<file path="src/rtl/mem_stage_ctrl.sv">
// MEM stage of the 5-stage pipeline: branch/jump redirect, req/ack data-memory
// access with stall and timeout, load alignment and the MEM/WB register.
module mem_stage_ctrl #(
  parameter int unsigned TIMEOUT = 16,
  parameter int unsigned CNT_W   = 5
) (
  input  logic        clk,
  input  logic        Reset,
  input  logic [31:0] PC_Branch_in,
  input  logic [31:0] PC_Jump_in,
  input  logic [31:0] ALUShift_in,
  input  logic [31:0] StoreData_in,
  input  logic        Jump_in,
  input  logic        Less_in,
  input  logic        Zero_in,
  input  logic        Overflow_in,
  input  logic [2:0]  Condition_in,
  input  logic [1:0]  LoadType_in,
  input  logic [1:0]  LoadByte_in,
  input  logic        RegWr_in,
  input  logic        MemWr_in,
  input  logic        MemtoReg_in,
  input  logic [4:0]  Rd_in,
  output logic        dmem_req,
  output logic        dmem_we,
  output logic [31:0] dmem_addr,
  output logic [31:0] dmem_wdata,
  output logic [3:0]  dmem_be,
  input  logic [31:0] dmem_rdata,
  input  logic        dmem_ack,
  output logic        Stall,
  output logic        PC_Sel,
  output logic [31:0] PC_Target,
  output logic        Flush,
  output logic        Bus_Err,
  output logic [31:0] WbData,
  output logic [4:0]  Rd_wb,
  output logic        RegWr_wb
);

  typedef enum logic [1:0] {S_IDLE, S_WAIT, S_DONE} state_t;

  state_t            r_state, w_state_nxt;
  logic [CNT_W-1:0]  r_cnt, w_cnt_nxt;
  logic              r_aborted, w_aborted_nxt;
  logic [31:0]       r_rdata, w_rdata_nxt;
  logic              w_bus_err_nxt;
  logic              w_memop, w_stall, w_req, w_cond;
  logic [7:0]        w_byte;
  logic [15:0]       w_half;
  logic [31:0]       w_load, w_wdata;
  logic [3:0]        w_be;

  assign w_memop = MemWr_in | MemtoReg_in;

  // State register; all pipeline state moves on the falling edge
  always_ff @(negedge clk) begin
    if (Reset) begin
      r_state   <= S_IDLE;
      r_cnt     <= '0;
      r_aborted <= 1'b0;
      r_rdata   <= '0;
      Bus_Err   <= 1'b0;
    end else begin
      r_state   <= w_state_nxt;
      r_cnt     <= w_cnt_nxt;
      r_aborted <= w_aborted_nxt;
      r_rdata   <= w_rdata_nxt;
      Bus_Err   <= w_bus_err_nxt;
    end
  end

  // Access sequencing; an ack in the timeout cycle takes priority over abort
  always_comb begin
    w_state_nxt   = r_state;
    w_cnt_nxt     = '0;
    w_aborted_nxt = r_aborted;
    w_rdata_nxt   = r_rdata;
    w_bus_err_nxt = 1'b0;
    w_stall       = 1'b0;
    w_req         = 1'b0;
    case (r_state)
      S_IDLE: begin
        if (w_memop) begin
          w_stall       = 1'b1;
          w_aborted_nxt = 1'b0;
          w_state_nxt   = S_WAIT;
        end
      end
      S_WAIT: begin
        w_req     = 1'b1;
        w_stall   = 1'b1;
        w_cnt_nxt = r_cnt + CNT_W'(1);
        if (dmem_ack) begin
          w_rdata_nxt   = dmem_rdata;
          w_aborted_nxt = 1'b0;
          w_state_nxt   = S_DONE;
        end else if (r_cnt == CNT_W'(TIMEOUT - 1)) begin
          w_bus_err_nxt = 1'b1;
          w_aborted_nxt = 1'b1;
          w_state_nxt   = S_DONE;
        end
      end
      S_DONE:  w_state_nxt = S_IDLE;
      default: w_state_nxt = S_IDLE;
    endcase
  end

  // Store lane replication and little-endian byte enables
  always_comb begin
    w_be    = 4'b1111;
    w_wdata = StoreData_in;
    case (LoadType_in)
      2'b01, 2'b10: begin
        w_be    = 4'b0001 << LoadByte_in;
        w_wdata = {4{StoreData_in[7:0]}};
      end
      2'b11: begin
        w_be    = LoadByte_in[1] ? 4'b1100 : 4'b0011;
        w_wdata = {2{StoreData_in[15:0]}};
      end
      default: ;
    endcase
  end

  assign Stall      = w_stall;
  assign dmem_req   = w_req;
  assign dmem_we    = MemWr_in;
  assign dmem_addr  = w_req ? {ALUShift_in[31:2], 2'b00} : 32'd0;
  assign dmem_wdata = w_req ? w_wdata : 32'd0;
  assign dmem_be    = w_req ? w_be : 4'd0;

  // Load lane select and extension from the captured read data
  always_comb begin
    w_byte = r_rdata[{LoadByte_in, 3'b000} +: 8];
    w_half = LoadByte_in[1] ? r_rdata[31:16] : r_rdata[15:0];
    case (LoadType_in)
      2'b01:   w_load = {{24{w_byte[7]}}, w_byte};
      2'b10:   w_load = {24'd0, w_byte};
      2'b11:   w_load = {{16{w_half[15]}}, w_half};
      default: w_load = r_rdata;
    endcase
  end

  always_comb begin
    case (Condition_in)
      3'd1:    w_cond = Zero_in;
      3'd2:    w_cond = !Zero_in;
      3'd3:    w_cond = Less_in | Zero_in;
      3'd4:    w_cond = !Less_in & !Zero_in;
      3'd5:    w_cond = Less_in;
      3'd6:    w_cond = !Less_in;
      default: w_cond = 1'b0;
    endcase
  end

  assign PC_Sel    = !w_stall & (Jump_in | w_cond);
  assign Flush     = PC_Sel;
  assign PC_Target = w_stall ? 32'd0 : (Jump_in ? PC_Jump_in : PC_Branch_in);

  // MEM/WB register; a stalled cycle becomes a bubble
  always_ff @(negedge clk) begin
    if (Reset || w_stall) begin
      WbData   <= '0;
      Rd_wb    <= '0;
      RegWr_wb <= 1'b0;
    end else begin
      WbData   <= MemtoReg_in ? w_load : ALUShift_in;
      Rd_wb    <= Rd_in;
      RegWr_wb <= RegWr_in & !Overflow_in & !((r_state == S_DONE) & r_aborted);
    end
  end

endmodule

</file>
<file path="config.mk">
export PLATFORM = sky130hd
export DESIGN_NAME = mem_stage_ctrl
export DESIGN_NICKNAME = d
export VERILOG_FILES = /design/src/rtl/mem_stage_ctrl.sv
export SDC_FILE = /design/constraint.sdc
export NUM_CORES = 1
export LEC_CHECK = 0
export BUFFER_PORTS_ARGS = -buffer_cell sky130_fd_sc_hd__buf_4
export CORE_MARGIN = 8
export CORE_UTILIZATION = 37
export DETAILED_ROUTE_END_ITERATION = 16
export PLACE_DENSITY_LB_ADDON = 0.08
export SLEW_MARGIN = 20
export SYNTH_ARGS = -nofsm -noshare
export SYNTH_HDL_FRONTEND = slang
export SYNTH_SLANG_ARGS = --single-unit
</file>
<file path="constraint.sdc">
create_clock -name clk -period 2.37 [get_ports clk]
set_input_delay 0.5925 -clock clk [delete_from_list [all_inputs] [get_ports clk]]
set_output_delay 0.5925 -clock clk [all_outputs]
set_load 0.1 [all_outputs]
</file>
# Word level (Yosys, flattened, before mapping)
# Cells that the tools add are included.
dict set report totals {
  reg_bits 79
  output_inout_bits 144
  wordCells 72
}
dict set report op_classes {
  addsub 1
  n_eq_ne 14
  shifts 2
  mux 24
  bitwise_logic 9
  reduce_logical 14
}
# operator count
set ops {}
lappend ops {{$mux W32} 5}
lappend ops {{$pmux W32 S3} 1}
lappend ops {{$pmux W32 S2} 1}
lappend ops {{$shiftx A32 B6 Y8} 1}
lappend ops {{$mux W16} 1}
lappend ops {{$eq A3 B3 Y1 const B} 3}
lappend ops {{$mux W4} 2}
lappend ops {{$pmux W4 S2} 1}
lappend ops {{$eq A2 B2 Y1 const B} 3}
lappend ops {{$eq A3 B2 Y1 const B} 2}
lappend ops {{$mux W1} 6}
lappend ops {{$mux W2} 3}
lappend ops {{$pmux W1 S6} 1}
lappend ops {{$add A5 B1 Y5 const B} 1}
lappend ops {{$and A1 B1 Y1} 5}
lappend ops {{$eq A5 B4 Y1 const B} 1}
lappend ops {{$logic_not A1 Y1} 5}
lappend ops {{$eq A2 B1 Y1 const B} 2}
lappend ops {{$pmux W1 S2} 2}
lappend ops {{$pmux W2 S2} 1}
lappend ops {{$reduce_and A2 Y1} 2}
lappend ops {{$reduce_or A2 Y1} 2}
lappend ops {{$shl A1 B2 Y4 const A} 1}
lappend ops {{$eq A3 B1 Y1 const B} 1}
lappend ops {{other kinds (9)} 11}

# Depth between registers and ports, before layout
# Gate-level depths: netlist of run 1.
dict set report depth {
  depth_word 5
  mapped_depth 8
  depth_no_buf 6
}

==> metrics.txt, run 1 <==
status complete, but fails checks; violated checks capacitance limit, setup timing; DR WL/cell approximately 29 um; number of port buffers 323; DRC Markers 0; Setup violations, final 179; Lkg Pwr 4.98 nW; H-tree depth reported by CTS 3; CP arrival 2.86 ns; share of synthesized registers carrying an async set or reset 0%; main combinational cell family by area after synthesis simple AND/OR/NAND/NOR gates; CP Class input port to primary output; CTS tree yes; die area 15900 um^2; Worst VDD drop 0.541 mV; simple-gate area share of the yosys netlist around 26%; Post-Layout Cell Count 1187; XOR/XNOR Fraction of Synth Area 0.392%; number of synthesized register bits 79; Die H 126 um; DP Wirelength between 15 and 20 mm; crit end category primary output; Antenna Nets Post-Route 0; proportion of synthesized area in mux cells approximately a tenth; initial antenna violation count 0; hold buffers post-CTS 0; IO Count approximately 330; startpoint types input port; final period utilization 146%; Setup Skew between 0.04 and 0.05 ns; Root Driver clkbuf_16; GRT overflow 0; RSZ-0062 raised after global routing true; Primary FF master, synth dfxtp_1; Longest Clk Path Bufs 2; Final Max Tran Viols 0; WL final 33.9 mm; top cells by area, synth dfxtp_1, mux2i_1, nand2_1; CTS sink count 79; via count roughly 7.2k; core area between 10000 and 15000 um^2; vias in the first global route around 7.2k; Mean Syn Cell Area 7.36 um^2; Worst EP required 1.78 ns; width of the die 126 um; number of synthesized flops with an enable pin 0; Crit Path Max Fanout 8; Post-Synth Adder-Cell Area 1.68%; PwrDens 583 nW/um^2; drt first-iter violations around 860; Worst-Skew Late Latency 0.44 ns; worst hold path type flip-flop to flip-flop; Rows 40; global-route wire length before repair 41.5 mm; vias per cell 6.03; layout cell share with drive strength beyond 1 57.0%; area leader, netlist dfxtp_1; sequential area share after synthesis 35.4%; final core occ 93.6%; final worst slack -1.08 ns; Synth Cell Area 4470 um^2; Tightest Pin Transition ~1.5 ns; Fin. Hold Viols 0; Distinct cells, synth 41; number of detailed-route iterations in the first pass 6; Rel. slew slack 1.40%; largest net degree at the start of global routing 34; Syn. warnings 0; Synth top area share between 30% and 40%; placed cells 1072; Setup TNS -126.35 ns; Num CTS Buffers 9; Final #Nets 1223; GRT Total Usage 33.2%; Max Freq between 0.2 and 0.3 GHz; post-layout min period roughly 3.4 ns; Gate Count Post-Synth 608; register clock-pin slew on the reported worst setup and hold paths about 0.03 ns; Layout area overhead 149%; post-synthesis compound-gate area fraction about a fifth; Initial Util a little under two fifths; GPL Wtd Cong roughly 0.93; DP Worst Slack -0.795 ns; Max Cap Violations 1
final timing paths:
kind	start	end	slack, ns	depth (start not counted)
max	LoadType_in[1]	dmem_wdata[9]	-1.08	9
min	r_cnt[0]	r_cnt[0]	0.45	1
max reg2reg	r_rdata[31]	WbData[18]	0.51	5
min reg2reg	r_cnt[0]	r_cnt[0]	0.45	1
power by group:
| group | total [mW] | internal [mW] | switching [mW] |
|---|---|---|---|
| combinational | 3.03 | 1.14 | 1.89 |
| clock | 2.05 | 0.906 | 1.15 |
| sequential | 1.42 | 1.36 | 0.0588 |
cell type report:
type                            instances  area [um^2]
Antenna cell                            1         2.50
Clock buffer                            9          225
Clock inverter                         85          347
Fill cell                             371          766
Inverter                               28          143
Multi-Input combinational cell        452         3490
Sequential cell                        79         1730
Tap cell                              147          184
Timing Repair Buffer                  385         5010
Timing Repair inverter                  1         16.3
state kept, by name, indices dropped and copies added, names as in the netlist:
| signal | cells |
|---|---|
| Bus_Err | 1 |
| r_cnt | 5 |
| RegWr_wb | 1 |
| WbData | 32 |
| r_state | 2 |
| Rd_wb | 5 |
| r_rdata | 32 |
| r_aborted | 1 |
cell families (layout without fill, tap and decap cells):
family                   after synthesis  count (layout)
AND/OR/NAND/NOR                      248             248
AO/OA/AOI/OAI                        152             152
flip-flops                            79              79
buffers and inverters                 78             508
multiplexers                          42              42
adder cells (fa/ha/maj)                6               6
XOR/XNOR                               2               2
other                                  1               3
Yosys cell counts (2+ instances only):
master and n:
o221ai_1 2, o21ai_0 42, o31ai_1 2, dfxtp_1 79, buf_6 2, nand2_1 92
inv_1 29, mux2_2 2, o21a_1 7, nor2_1 75, ha_1 6, nand2b_1 5
and2_1 45, clkbuf_1 36, a22oi_1 15, a21oi_1 62, nand3_1 2, nand3b_1 19
a41oi_1 2, buf_4 4, mux2i_1 39, nor3_1 3, a31oi_1 14, buf_1 7
worst max-delay path, cell delays in order:
cell and delay (ns):
buf_12 0.10, ha_4 0.14, buf_6 0.13, inv_6 0.06, buf_4 0.18, o21ai_0 1.13, nand2_8 0.11, a21oi_4 0.21
buf_12 0.20
cells in the final DEF (no fill, tap or decap), types with 3 or more instances in the layout:
cell	count
a21oi_1	44
a21oi_4	18
a22oi_1	14
a31oi_1	14
and2_1	6
and2_4	39
buf_12	153
buf_4	212
buf_6	9
buf_8	4
clkbuf_16	14
dfxtp_1	38
dfxtp_4	40
ha_4	4
inv_1	103
inv_6	3
mux2i_1	39
nand2_1	83
nand2_4	5
nand2_8	4
nand2b_1	4
nand3b_1	19
nor2_1	15
nor2_2	16
nor2_4	44
o21a_1	7
o21ai_0	39
o21ai_1	3
what timing repair did:
| action | 4_1_cts | 5_1_grt |
|---|---|---|
| setup endpoints to repair | 179 | 179 |
| resized for setup | 456 | 56 |
| gates cloned | 3 | 5 |
| setup buffers | 6 | 8 |
| pin swaps | 14 | 27 |
routing by layer:
layer / global-route usage, % / vias up / routed length, um
li1: - / 2903 / -
met1: 32.8 / 3321 / 10800
met2: 59.7 / 701 / 16700
met3: 8.73 / 238 / 3740
met4: 23.5 / 0 / 2700
met5: 0 / - / 0
per-stage QoR:
stage	instance area [um^2]	total power, mW	hold slack (ns)
2_1_floorplan	5590	3.29	0.418
3_3_place_gp	8230	3.89	0.428
3_5_place_dp	8230	3.92	0.447
4_1_cts	10800	6.08	0.444
5_1_grt	11100	6.67	0.475
6_report	11100	6.50	0.445
Note: power is estimated with default switching activity, not from simulation.
==> inputs of run 2 (changes only) <==
--- a/config.mk
+++ b/config.mk
@@ -6,9 +6,9 @@
 export NUM_CORES = 1
 export LEC_CHECK = 0
 export BUFFER_PORTS_ARGS = -buffer_cell sky130_fd_sc_hd__buf_4
-export CORE_MARGIN = 8
-export CORE_UTILIZATION = 37
+export CORE_AREA = 8 8 120 122
 export DETAILED_ROUTE_END_ITERATION = 16
+export DIE_AREA = 0 0 128 130
 export PLACE_DENSITY_LB_ADDON = 0.08
 export SLEW_MARGIN = 20
 export SYNTH_ARGS = -nofsm -noshare
==> constraint.sdc (replaced) <==
create_clock -name clk -period 3.6 [get_ports clk]
set_input_delay 0.9 -clock clk [delete_from_list [all_inputs] [get_ports clk]]
set_output_delay 0.9 -clock clk [all_outputs]
set_load 0.1 [all_outputs]
==> metrics.txt, run 2 (same netlist as run 1, synthesis figures left out) <==
status complete, but fails checks; violated checks setup timing; Worst-Skew Late Latency between 0.4 and 0.5 ns; DR WL/cell about 24 um; Setup Skew ~0.04 ns; CTS tree yes; min-delay src r_rdata[4]; Antenna Nets Post-Route 0; Sw Pwr 1.97 mW; Rel. slew slack 57.2%; Buffers & Inverters on Critical Path 3; Final Max Tran Viols 0; layout cell share with drive strength beyond 1 57.6%; Final #Nets 1221; Num CTS Buffers 9; initial antenna violation count 0; Crit Path Max Fanout 6; worst hold path type flip-flop to flip-flop; Longest Clk Path Bufs 2; GPL Wtd Cong 0.911; most used cell, CP buf_12; Top Registers WbData: 32 flops, r_rdata: 32 flops; Tightest Pin Transition 0.642 ns; largest net degree at the start of global routing 56; die area 16600 um^2; Rows between 40 and 50; CP Class flip-flop to primary output; DP Wirelength 17.2 mm; Worst EP required 2.70 ns; CP max stage delay 0.36 ns; Combinational Power Share 46.0%; GRT Total Usage 30.0%; register clock-pin slew on the reported worst setup and hold paths 0.05 ns; Lkg Pwr 4.97 nW; hold buffers post-CTS 0; core area 12400 um^2; placed inst area 8130 um^2; width of the die about 130 um; number of port buffers 323; CTS sink count a little under 80; crit end category primary output; number of detailed-route iterations in the first pass 7; vias per cell 5.49; CP max stage cell dfxtp_4; startpoint types flip-flop; Layout fillers 518; RSZ-0062 raised after global routing true; GRT overflow 0; Fin. Hold Viols 0; Net Sw Frac a little under half; final worst slack -0.768 ns; most common cell after layout, fill and taps aside buf_4; cell internal pwr approximately 2.3 mW; Root Driver clkbuf_16; Layout area overhead 147%; Design Area, Final 11100 um^2; Initial Util 36.0%; register share of total power 22.4%; Max Cap Violations 0; Clk pwr share 31.7%; H-tree depth reported by CTS 3; n_diodes 0; crit-path leading delay family buffers and inverters; CP arrival 3.47 ns; crit path launch r_state[1]; Worst VDD drop 0.287 mV; via count ~6.6k; WL final 29.2 mm; DRC Markers 0; crit path cell chain nand2b_4, inv_8, buf_12, nand2_4, a21oi_4, buf_12; FF-to-FF Start r_state[1]; Setup TNS -72.38 ns; IO Count 326; most frequent cells in the layout buf_4, buf_12, inv_1; Setup violations, final 163; PwrDens roughly 380 nW/um^2; drt first-iter violations 458; vias in the first global route 6874; Die H 130 um; global-route wire length before repair 38.6 mm
## run 2: changes by cell type in the layout (fill, tap and decap cells not counted), sizes merged
cell	change
diode	-1
clkbuf	+1
bufbuf	-2
clkinv	-2
inv	+2
## run 2: repair_timing
action                     4_1_cts  5_1_grt
setup endpoints to repair      169      176
setup buffers                    5       10
resized for setup              436       91
cloned                           1        6
pin swaps                        4       23
## run 2: area by class of cell
class | instances | area [um^2] | area share (%)
flip-flops and latches | 79 | 1640 | 14.8
multi-input cells | 452 | 3500 | 31.6
well taps | 172 | 215 | 1.95
repair buffers | 384 | 4980 | 45.0
clock inverters | 86 | 370 | 3.35
inverters | 28 | 131 | 1.19
clock buffers | 9 | 225 | 2.04
## run 2: tightest hold or removal path, cell delays in order (launching register included)
cell and delay, ns:
dfxtp_1 0.30, nand2_1 0.05, a31oi_1 0.07
## run 2: path summary, 6_finish.rpt
path / endpoint / slack, ns / cells after the start
worst min register to register: WbData[4] / 0.45 / 2
worst max-delay path: dmem_wdata[25] / -0.77 / 6
worst max register to register: r_rdata[15] / 1.85 / 8
worst min-delay path: WbData[4] / 0.45 / 2
## run 2: per-layer routing
metal  part of all wire (%)  up-vias  track usage, %  routed length, um
li1                       -     2900               -                  -
met1                     34     3185            29.6               9890
met2                     52      439            55.2              15200
met3                    8.6      116            10.1               2500
met4                    5.5        0            15.6               1590
met5                      0        -               0                  0
## run 2: stage by stage
step	setup WS, ns	hold WS, ns	utilization (%)	instances	power, mW
detailed placement	-0.569	0.437	65.5	1097	2.60
floorplan	-0.680	0.418	-	609	2.19
CTS	-0.697	0.446	85.5	1197	4.07
global placement	-0.469	0.427	65.5	1097	2.58
global route	-0.812	0.486	89.1	1210	4.41
finish	-0.768	0.454	89.1	1210	4.25
## run 2: power by group through the flow
stage,Combinational [mW],Clock (mW),Sequential [mW]
6_report,1.96,1.35,0.951
5_1_grt,2.00,1.46,0.952
4_1_cts,1.81,1.31,0.950
3_5_place_dp,1.51,0.135,0.954
3_3_place_gp,1.49,0.135,0.953
2_1_floorplan,1.00,0.135,1.05
==> inputs of run 3 (changes only) <==
--- a/config.mk
+++ b/config.mk
@@ -6,9 +6,9 @@
 export NUM_CORES = 1
 export LEC_CHECK = 0
 export BUFFER_PORTS_ARGS = -buffer_cell sky130_fd_sc_hd__buf_4
-export CORE_AREA = 8 8 120 122
+export CORE_MARGIN = 8
+export CORE_UTILIZATION = 37
 export DETAILED_ROUTE_END_ITERATION = 16
-export DIE_AREA = 0 0 128 130
 export PLACE_DENSITY_LB_ADDON = 0.08
 export SLEW_MARGIN = 20
 export SYNTH_ARGS = -nofsm -noshare
==> constraint.sdc (replaced) <==
create_clock -name clk -period 3.9 [get_ports clk]
set_input_delay 0.975 -clock clk [delete_from_list [all_inputs] [get_ports clk]]
set_output_delay 0.975 -clock clk [all_outputs]
set_load 0.1 [all_outputs]
==> metrics.txt, run 3 (same netlist as run 1, synthesis figures left out) <==
Design Area, Final ~10000 um^2; Final #Nets 1204; number of detailed-route iterations in the first pass 6; crit end category primary output; Num CTS Buffers 9; violated checks setup timing; die area between 15000 and 20000 um^2; placed cells 1064; Setup violations, final 122; largest net degree at the start of global routing 66; FF-to-FF Start r_rdata[7]; crit path launch r_state[1]; Layout area overhead 132%; DP Worst Slack -0.425 ns; layout cell share with drive strength beyond 1 52.4%; most frequent cells in the layout buf_4, buf_12, inv_1; Max Cap Violations 0; CTS sink count 79; IO Count ~330; Longest Clk Path Bufs 2; RSZ-0062 raised after global routing true; drt first-iter violations 536; Fin. Hold Viols 0; Final Max Tran Viols 0; GRT overflow 0; placed inst area approximately 8000 um^2; DP Wirelength around 17 mm; CP Class flip-flop to primary output; WL final about 27 mm; register clock-pin slew on the reported worst setup and hold paths about 0.050 ns; Rel. slew slack a little over half; Root Driver clkbuf_16; DRC Markers 0; most common cell after layout, fill and taps aside buf_4; PwrDens roughly 360 nW/um^2; Setup Skew roughly 0.033 ns; worst hold path type flip-flop to flip-flop; initial antenna violation count 0; R2R Setup Slk 2.16 ns; Top Registers WbData: 32 flops, r_rdata: 32 flops; Initial Util 37.6%; Post-Layout Cell Count approximately 1.2k; CP arrival 3.59 ns; Worst-Skew Late Latency approximately 0.42 ns; Rows 40; DR WL/cell between 20 and 25 um; CTS tree yes; via count about 6.4k; worst r2r path cells 4; final core occ 87.0%; H-tree depth reported by CTS 3; GPL Wtd Cong 0.921; vias in the first global route 6828; Worst VDD drop 0.309 mV; startpoint types flip-flop; RR Endpoint WbData[26]; final worst slack -0.668 ns; number of port buffers 323; Die H 126 um; GRT Total Usage 30.4%; Lkg Pwr 4.73 nW; Setup crit end dmem_wdata[29]; core area 11900 um^2; Antenna Nets Post-Route 0; width of the die 126 um; n_diodes 0; Worst EP required 2.92 ns; vias per cell between 5 and 6; status complete, but fails checks; Crit Path Max Fanout 8; Tightest Pin Transition 0.678 ns; min-delay src r_cnt[0]; global-route wire length before repair 38.0 mm
==> run 3: cell types whose count changed in the layout (fill, tap and decap cells not counted), moves of 8 or more <==
cell,change
o21ai_2,-8
dfxtp_1,+30
buf_12,-33
o21ai_0,+15
dfxtp_2,-28
buf_6,+21
==> run 3: worst max-delay path, stage by stage, from the launching register on <==
cell and delay [ns]:
dfxtp_2 0.32, nand2b_4 0.18, clkinv_8 0.09, buf_12 0.15, nand2_4 0.09, a21oi_4 0.20, buf_12 0.20
==> run 3: report_power, final <==
group          switching [mW]  internal, mW  total (mW)
sequential             0.0267         0.845       0.872
combinational            1.08         0.634        1.72
clock                   0.577         0.598        1.18
==> run 3: per-layer routing <==
layer / vias to the layer above / routed length [um] / track usage [%]
li1: 2868 / - / -
met1: 2995 / 8800 / 28.3
met2: 405 / 14500 / 57.0
met3: 115 / 1980 / 8.19
met4: 0 / 1750 / 20.4
met5: - / 0 / 0
==> run 3: metrics by stage <==
step | setup TNS (ns) | hold WS [ns] | power, mW
after global placement | -34.42 | 0.430 | 2.36
after floorplan | -45.16 | 0.418 | 2.01
after CTS | -54.91 | 0.448 | 3.69
final | -57.00 | 0.446 | 3.76
after global routing | -61.58 | 0.479 | 3.92
after detailed placement | -36.89 | 0.441 | 2.38
==> run 3: worst min-delay path by stage <==
stage	to	slack, ns	cells past startpoint
3_5_place_dp	r_cnt[0]	0.44	1
4_1_cts	r_cnt[0]	0.45	1
5_1_grt	WbData[1]	0.48	2
3_3_place_gp	r_cnt[0]	0.43	1
2_1_floorplan	r_cnt[0]	0.42	1
6_report	r_cnt[0]	0.45	1
==> run 3: layout make-up <==
| type | count | area (um^2) |
|---|---|---|
| tap | 147 | 184 |
| clock buffer | 9 | 225 |
| clock inverter | 86 | 357 |
| timing repair buffer | 365 | 4440 |
| sequential | 79 | 1600 |
| multi-input combinational | 454 | 3430 |
| inverter | 28 | 125 |
| fill | 574 | 1550 |
==> run 3: what timing repair did <==
| item | 4_1_cts | 5_1_grt |
|---|---|---|
| hold buffers | 0 | 0 |
| resized for setup | 383 | 59 |
| setup buffers | 4 | 3 |
| gates cloned | 2 | 3 |
| endpoints found under the setup margin | 160 | 140 |
| pin swaps | 12 | 7 |
